===== src/rtl/lane_sweep_scheduler_pkg.sv =====
// Shared types for the lane sweep scheduler: FSM states, owner encoding and
// the default latch-bank width.
package lane_sweep_scheduler_pkg;

    localparam int LANES_DEFAULT = 8;

    typedef enum logic [1:0] {
        ST_IDLE  = 2'd0,
        ST_OPEN  = 2'd1,
        ST_SWEEP = 2'd2,
        ST_DONE  = 2'd3
    } state_t;

    typedef enum logic {
        OWN_A = 1'b0,
        OWN_B = 1'b1
    } owner_t;

endpackage


===== src/rtl/lane_sweep_scheduler_rr_arb2.sv =====
// Two-way round-robin arbiter: one-hot grant (bit 0 = A, bit 1 = B), the
// priority pointer only moves when the caller strobes update on a real grant.
module rr_arb2 (
    input  logic       clk,
    input  logic       rst,
    input  logic       req_a,
    input  logic       req_b,
    input  logic       update,
    output logic [1:0] grant
);

    logic prio_b;

    // On a tie, whoever was not served last wins; a lone requester always wins.
    always_comb begin
        grant = 2'b00;
        if (req_a && req_b) begin
            grant = prio_b ? 2'b10 : 2'b01;
        end else if (req_a) begin
            grant = 2'b01;
        end else if (req_b) begin
            grant = 2'b10;
        end
    end

    always_ff @(posedge clk) begin
        if (rst) begin
            prio_b <= 1'b0;
        end else if (update && (grant != 2'b00)) begin
            prio_b <= grant[0];
        end
    end

endmodule


===== src/rtl/lane_sweep_scheduler.sv =====
// Shares one external latch bank between two requesters: open the bank for a
// cycle with the granted payload, then read it back one lane per cycle.
module lane_sweep_scheduler
    import lane_sweep_scheduler_pkg::*;
#(
    parameter int LANES = LANES_DEFAULT,
    parameter int IDX_W = $clog2(LANES)
) (
    input  logic             i_clk,
    input  logic             i_rst,
    input  logic             i_a_req,
    input  logic [LANES-1:0] i_a_data,
    output logic             o_a_ack,
    input  logic             i_b_req,
    input  logic [LANES-1:0] i_b_data,
    output logic             o_b_ack,
    output logic             o_lat_en,
    output logic [LANES-1:0] o_lat_d,
    input  logic [LANES-1:0] i_lat_q,
    output logic [LANES-1:0] o_a,
    output logic [LANES-1:0] o_b,
    output logic             o_busy,
    output logic [IDX_W-1:0] o_idx
);

    localparam logic [IDX_W-1:0] LAST_IDX = IDX_W'(LANES - 1);

    state_t           state;
    owner_t           owner;
    logic [IDX_W-1:0] idx;
    logic [LANES-1:0] d_reg;
    logic [1:0]       grant;
    logic             arb_update;

    // The pointer only advances when a grant is actually taken in IDLE.
    assign arb_update = (state == ST_IDLE);

    rr_arb2 u_arb (
        .clk    (i_clk),
        .rst    (i_rst),
        .req_a  (i_a_req),
        .req_b  (i_b_req),
        .update (arb_update),
        .grant  (grant)
    );

    assign o_lat_d = d_reg;
    assign o_idx   = idx;

    always_ff @(posedge i_clk) begin
        if (i_rst) begin
            state    <= ST_IDLE;
            owner    <= OWN_A;
            idx      <= '0;
            d_reg    <= '0;
            o_a      <= '0;
            o_b      <= '0;
            o_lat_en <= 1'b0;
            o_a_ack  <= 1'b0;
            o_b_ack  <= 1'b0;
            o_busy   <= 1'b0;
        end else begin
            o_lat_en <= 1'b0;
            o_a_ack  <= 1'b0;
            o_b_ack  <= 1'b0;
            case (state)
                ST_IDLE: begin
                    if (grant != 2'b00) begin
                        d_reg    <= grant[1] ? i_b_data : i_a_data;
                        owner    <= grant[1] ? OWN_B : OWN_A;
                        o_lat_en <= 1'b1;
                        o_busy   <= 1'b1;
                        state    <= ST_OPEN;
                    end
                end
                ST_OPEN: begin
                    idx   <= '0;
                    state <= ST_SWEEP;
                end
                ST_SWEEP: begin
                    if (owner == OWN_A) begin
                        o_a[idx] <= i_lat_q[idx];
                    end else begin
                        o_b[idx] <= i_lat_q[idx];
                    end
                    if (idx == LAST_IDX) begin
                        idx     <= '0;
                        o_a_ack <= (owner == OWN_A);
                        o_b_ack <= (owner == OWN_B);
                        state   <= ST_DONE;
                    end else begin
                        idx <= idx + IDX_W'(1);
                    end
                end
                ST_DONE: begin
                    o_busy <= 1'b0;
                    state  <= ST_IDLE;
                end
                default: begin
                    state <= ST_IDLE;
                end
            endcase
        end
    end

endmodule


===== config.mk =====
export PLATFORM = sky130hd
export DESIGN_NAME = lane_sweep_scheduler
export DESIGN_NICKNAME = d
export VERILOG_FILES = /design/src/rtl/lane_sweep_scheduler_pkg.sv /design/src/rtl/lane_sweep_scheduler_rr_arb2.sv /design/src/rtl/lane_sweep_scheduler.sv
export SDC_FILE = /design/constraint.sdc
export NUM_CORES = 1
export LEC_CHECK = 0
export ABC_AREA = 1
export BUFFER_PORTS_ARGS = -buffer_cell sky130_fd_sc_hd__buf_4
export CORE_UTILIZATION = 53
export CTS_CLUSTER_DIAMETER = 120
export DETAILED_ROUTE_END_ITERATION = 7
export PLACE_DENSITY_LB_ADDON = 0.15
export SKIP_LAST_GASP = 1
export SYNTH_ARGS = -nofsm -noshare
export SYNTH_HDL_FRONTEND = slang
export SYNTH_HIERARCHICAL = 1
export SYNTH_SLANG_ARGS = --single-unit

===== constraint.sdc =====
create_clock -name i_clk -period 2.1 [get_ports i_clk]
set_input_delay 0.315 -clock i_clk [delete_from_list [all_inputs] [get_ports i_clk]]
set_output_delay 0.315 -clock i_clk [all_outputs]
set_load 0.005 [all_outputs]

Yosys cells after proc, flatten, opt, wreduce, memory -nomap -nowiden
Index checks and enable logic that the tools add are counted.
{"block": "totals", "ff_bits": 35, "latchBits": 0, "mem_bits_rw": 0, "romBits": 0, "out_inout_bits": 31, "elab_cells": 58, "mem_count": 0}
{"block": "op_classes", "add_sub_neg": 1, "mul": 0, "n_div": 0, "magnitude_cmp": 2, "n_eq_ne": 6, "n_shift": 0, "n_mux": 20, "bitwise": 4, "n_reduce_logical": 14}
{"cell": "8-bit bitwise mux", "n": 2}
{"cell": "2-bit 2-to-1 mux", "n": 6}
{"cell": "2-bit AND reduction", "n": 5}
{"cell": "8-bit 2-to-1 mux", "n": 1}
{"cell": "2-bit case mux with 4 select lines", "n": 1}
{"cell": "3-bit case mux with 2 select lines", "n": 1}
{"cell": "2-bit nonzero test", "n": 3}
{"cell": "1-bit 2-to-1 mux", "n": 5}
{"cell": "2-bit == test, second input constant", "n": 2}
{"cell": "3-bit by 4-bit less-than comparator with 1-bit output, second input constant", "n": 1}
{"cell": "2-bit inequality test, second input constant", "n": 2}
{"cell": "1-bit inverter", "n": 4}
{"cell": "3-bit by 1-bit adder with 3-bit output, second input constant", "n": 1}
{"cell": "1-bit binary-select mux with 3-bit select", "n": 1}
{"cell": "1-bit demux with 3-bit select", "n": 1}
{"cell": "3-bit == test, second input constant", "n": 1}
{"cell": "3-bit by 1-bit greater-or-equal comparator with 1-bit output, second input constant", "n": 1}
{"cell": "1-bit logical AND", "n": 3}
{"cell": "3-bit 2-to-1 mux", "n": 1}
{"cell": "3-bit OR reduction", "n": 1}
{"cell": "2-bit by 1-bit == test with 1-bit output, second input constant", "n": 1}
{"cell": "2-bit zero test", "n": 1}
{"cell": "1-bit case mux with 2 select lines", "n": 1}
{"cell": "2-bit OR reduction", "n": 1}

Depth between registers and ports, before layout
{"block": "logic_depth", "depth_word": 6, "mapped_depth": 8}

By module
The synthesis kept the hierarchy.
{"mod": "lane_sweep_scheduler", "instances": 1, "cells_per_inst": 203, "area_per_inst_um2": 1616.6, "seq_area_each_um2": 680.7}
{"mod": "rr_arb2", "instances": 1, "cells_per_inst": 8, "area_per_inst_um2": 60.1, "seq_area_each_um2": 20.0}

Least setup slack after synthesis
OpenSTA, ideal clock, no wires.
{"block": "synth_path", "path_kind": "reg2reg", "start": "register state[0]", "end": "register o_b[7]", "setup_ps": 122, "arrival_time_ps": 1306, "slack_ps": 673, "stages_incl_launch_ff": 8, "path_buffers": 1, "path_cell_list": "dfxtp_1 inv_1 ha_1 nand2_1 clkbuf_1 nor2_1 o21ai_0 a21oi_2"}
{"block": "synth_between", "elab_chain_cells": 2}
{"item": "from (decl)", "line": "lane_sweep_scheduler.sv:28", "text": "state_t state;"}
{"item": "from (signal assigned)", "line": "lane_sweep_scheduler.sv:52", "text": "state <= ST_IDLE;"}
{"item": "from (signal assigned)", "line": "lane_sweep_scheduler.sv:73", "text": "state <= ST_OPEN;"}
{"item": "from (signal assigned)", "line": "lane_sweep_scheduler.sv:78", "text": "state <= ST_SWEEP;"}
{"item": "2-bit == test", "line": "lane_sweep_scheduler.sv:66", "text": "case (state)"}
{"item": "2-bit AND reduction (no line)"}
{"item": "to (signal, indexed assignment)", "line": "lane_sweep_scheduler.sv:84", "text": "o_b[idx] <= i_lat_q[idx];"}
{"item": "to (decl)", "line": "lane_sweep_scheduler.sv:21", "text": "output logic [LANES-1:0] o_b,"}
No other way between the ends.
A chain may end at the register's enable or synchronous reset.

Final worst setup path
{"block": "layout_path", "start": "register idx[0] (netlist: o_idx[0])", "end": "register o_b[0]"}
{"block": "layout_between", "elab_chain_cells": 5, "word_cells_on_any_way": 8}
{"item": "from (decl)", "line": "lane_sweep_scheduler.sv:30", "text": "logic [IDX_W-1:0] idx;"}
{"item": "from (signal assigned)", "line": "lane_sweep_scheduler.sv:92", "text": "idx <= idx + IDX_W'(1);"}
{"item": "3-bit by 4-bit less-than comparator with 1-bit output (not written as such) / 3-bit by 1-bit greater-or-equal comparator with 1-bit output (equally long branches)", "line": "lane_sweep_scheduler.sv:84"}
{"item": "1-bit logical AND (not written as such)", "line": "lane_sweep_scheduler.sv:84"}
{"item": "1-bit 2-to-1 mux (not written as such)", "line": "lane_sweep_scheduler.sv:84"}
{"item": "1-bit demux with 3-bit select", "line": "lane_sweep_scheduler.sv:84"}
{"item": "8-bit bitwise mux *", "line": "lane_sweep_scheduler.sv:84"}
Every way passes the cells marked *; elsewhere a longest branch is shown, timed or not. The select of a mux whose other input is x is not followed.

==> results.json <==
{
  "hold_path_class": "in2reg",
  "clock_latency_ps": 340,
  "syn_area_per_cell_um2": 7.946,
  "rsz0062_at_grt": "no",
  "cts_root_buf": "clkbuf_4",
  "crit_slowest_cell": "dfxtp_1",
  "placed_cell_area_um2": 2127,
  "detail_route.drc_violations": 0,
  "r2r_slack_ps": 350,
  "fin_util": 0.7293,
  "ctsHoldBuffers": 0,
  "row_count": 20,
  "critPathRequiredTime_ps": 2320,
  "end_kind": "flip-flop",
  "fp.dieW_um": 58.25,
  "path_class": "reg2reg",
  "totalNegativeSetupSlack_ps": 0,
  "drive_gt1_frac": 0.3100,
  "chipHeight_um": 58.25,
  "fin_crit_ps": 1745,
  "place_hpwl_mm": 2.560,
  "maxCapViolCount": 0,
  "ant_nets": 0,
  "reg2reg_from": "o_idx[0]$_SDFFE_PP0P_",
  "cts_resized": 0,
  "track_usage": 0.2272,
  "finalHoldViolCount": 0,
  "post-route-period-util": 0.8311,
  "endpoint": "o_b[0]$_SDFFE_PP0P_",
  "stdcell_area_um2": 2208,
  "critical_path.startpoint_type": "flip-flop",
  "via_per_inst": 4.911,
  "drtIter0Drc": 78,
  "clk_pin_slew_ps": 120,
  "cts_buffers": 5,
  "hold_slack_ps": 175.6,
  "avgRoutedWirePerCell_um": 11.29,
  "final_nets": 305,
  "ios": 59,
  "yosysSeqAreaShare": 0.4179,
  "p_clk_frac": 0.241,
  "synth-seq-cells": 35,
  "finClkSkew_ps": 13.25,
  "p_leak_nw": 1.008,
  "multi_input_area_um2": 853.3,
  "switchingPower_mw": 0.7107,
  "setup_viol": 0,
  "syn_area_um2": 1677,
  "crit_cells": 7,
  "cts.sinks": 35,
  "share_comb_of_total_power": 0.337,
  "die_area_um2": 3392,
  "r2r_end": "o_b[0]$_SDFFE_PP0P_",
  "grt_max_degree": 23,
  "wl_mm": 3.556,
  "cp_max_fo": 16,
  "worst_slew_pin_slew_ps": 531.8,
  "final.fill_count": 274,
  "cp.buffers_inverters": 1,
  "synthCells": 211,
  "slew_headroom": 0.6451,
  "critPathArrivalTime_ps": 1960,
  "antenna_found_initial": 0,
  "cp_common_cell": "nand2_1",
  "drv_slew": 0,
  "reg2reg_depth": 7,
  "ff_latch_area_um2": 700.7,
  "syn_nets": 246,
  "yosysWarningCount": 6,
  "power_density_nw_per_um2": 912.5,
  "synth_cell_types": 24,
  "dr.pass1.iters": 6,
  "path_delay_family": "simple AND/OR/NAND/NOR gates",
  "swShare": 0.3526,
  "seq_power_share": 0.421,
  "grt_pass1_vias": 1349,
  "p_int_mw": 1.305,
  "max_freq_mhz": 573.0,
  "cts_tree": "built",
  "areaGrowthSynthToFinish_pct": 31.72,
  "cpPeakStageDelay_ps": 600,
  "overflow": 0,
  "cts_htree_levels": 2,
  "routed-via-count": 1547,
  "design.core.area_um2": 3028,
  "io_buffers": 58,
  "initial_core_util": 0.5537,
  "crit_path_start": "o_idx[0]$_SDFFE_PP0P_",
  "post_cts_buffers": 0,
  "status": "finished clean",
  "grt_pass1_wl_mm": 5.858,
  "gp_congestion": 0.8529,
  "cts.path.max_buffers": 2,
  "vdd_ir_drop_max_mv": 0.6600,
  "antenna_cells": 0,
  "cp_cell_sequence": "inv_1 > nand2_1 > nand2_1 > nand2_1 > nand2_1 > nor2_4 > a21oi_1"
}
-- cell usage after synthesis (all sizes together) --
cell type,number,area share
clkbuf,2,0.0045
o21ai,19,0.057
nor2,22,0.057
buf,6,0.028
nand2,40,0.091
nand4,1,0.0037
dfxtp,35,0.42
ha,7,0.052
o21bai,8,0.036
nor3,4,0.012
a21oi,32,0.12
inv,18,0.040
a21boi,2,0.0090
mux2i,8,0.048
nand3,7,0.024
-- worst register-to-register path, cell delays in order (launching register included) --
cell and delay, ps:
dfxtp_1 600, inv_1 220, nand2_1 100, nand2_1 50, nand2_1 50, nand2_1 80, nor2_4 400, a21oi_1 130
-- final cells by class --
class / instances / area share
Clock buffer: 5 / 0.01700
Clock inverter: 3 / 0.01983
Inverter: 18 / 0.03059
Multi-Input combinational cell: 150 / 0.3864
Sequential cell: 35 / 0.3173
Tap cell: 44 / 0.02493
Timing Repair Buffer: 60 / 0.2040
-- registers in the layout, summed over array words and instances (netlist names) --
register,flops
o_b,8
owner,1
state,2
u_arb/prio_b,1
o_b_ack,1
o_a,8
o_a_ack,1
o_busy,1
o_idx,3
o_lat_en,1
o_lat_d,8
-- placed cells by master (no fill, tap or decap) --
master	count
a21oi_1	21
nor2_4	1
nand3_1	6
inv_1	18
clkinv_4	1
nand2_1	39
dfxtp_1	35
a21boi_0	1
o21ai_0	18
nand3_2	1
nor2_1	19
nor3_1	4
a21boi_1	1
o21bai_1	8
bufinv_16	1
mux2i_1	8
ha_1	7
nand4_1	1
nor2_2	2
clkinv_2	1
a21oi_2	11
buf_4	60
nand2_2	1
o21ai_1	1
clkbuf_4	5
-- metal layers --
layer  vias to the layer above  routed length, um  GRT usage
li1                        814                  -          -
met3                         7                186    0.06027
met1                       678               1625     0.2723
met4                         0                 59     0.1020
met2                        48               1685     0.3810
met5                         -                  0          0
-- worst min-delay path by stage --
stage,start,to,slack [ps],cells past startpoint
4_1_cts,i_rst,u_arb/prio_b$_SDFFE_PP0P_,160,2
3_5_place_dp,owner$_SDFFE_PP0P_,o_a_ack$_SDFF_PP0_,460,1
3_3_place_gp,owner$_SDFFE_PP0P_,o_a_ack$_SDFF_PP0_,460,1
2_1_floorplan,i_rst,u_arb/prio_b$_SDFFE_PP0P_,380,1
5_1_grt,i_rst,u_arb/prio_b$_SDFFE_PP0P_,160,2
6_report,i_rst,u_arb/prio_b$_SDFFE_PP0P_,180,2
-- power by group through the flow --
stage | logic, mW | registers [mW] | clock network, mW
finish | 0.680 | 0.849 | 0.487
global route | 0.761 | 0.866 | 0.523
global placement | 0.668 | 0.859 | 0
floorplan | 0.462 | 0.849 | 0
CTS | 0.679 | 0.848 | 0.500
detailed placement | 0.671 | 0.863 | 0
-- cell families (layout without fill, tap and decap cells) --
family / Yosys count / count (layout) / share of synthesized area
buffers and inverters: 26 / 86 / 0.07314
AND/OR/NAND/NOR: 74 / 74 / 0.1873
adder cells (fa/ha/maj): 7 / 7 / 0.05224
flip-flops: 35 / 35 / 0.4179
AO/OA/AOI/OAI: 61 / 61 / 0.2216
multiplexers: 8 / 8 / 0.04776
-- through the flow --
step	instances	setup WS (ps)	total power, mW
2_1_floorplan	211	672.5	1.311
3_3_place_gp	307	446.5	1.527
3_5_place_dp	307	387.2	1.534
4_1_cts	315	375.7	2.027
5_1_grt	315	161.8	2.150
6_report	315	354.7	2.015
Note: power is estimated with default switching activity, not from simulation.
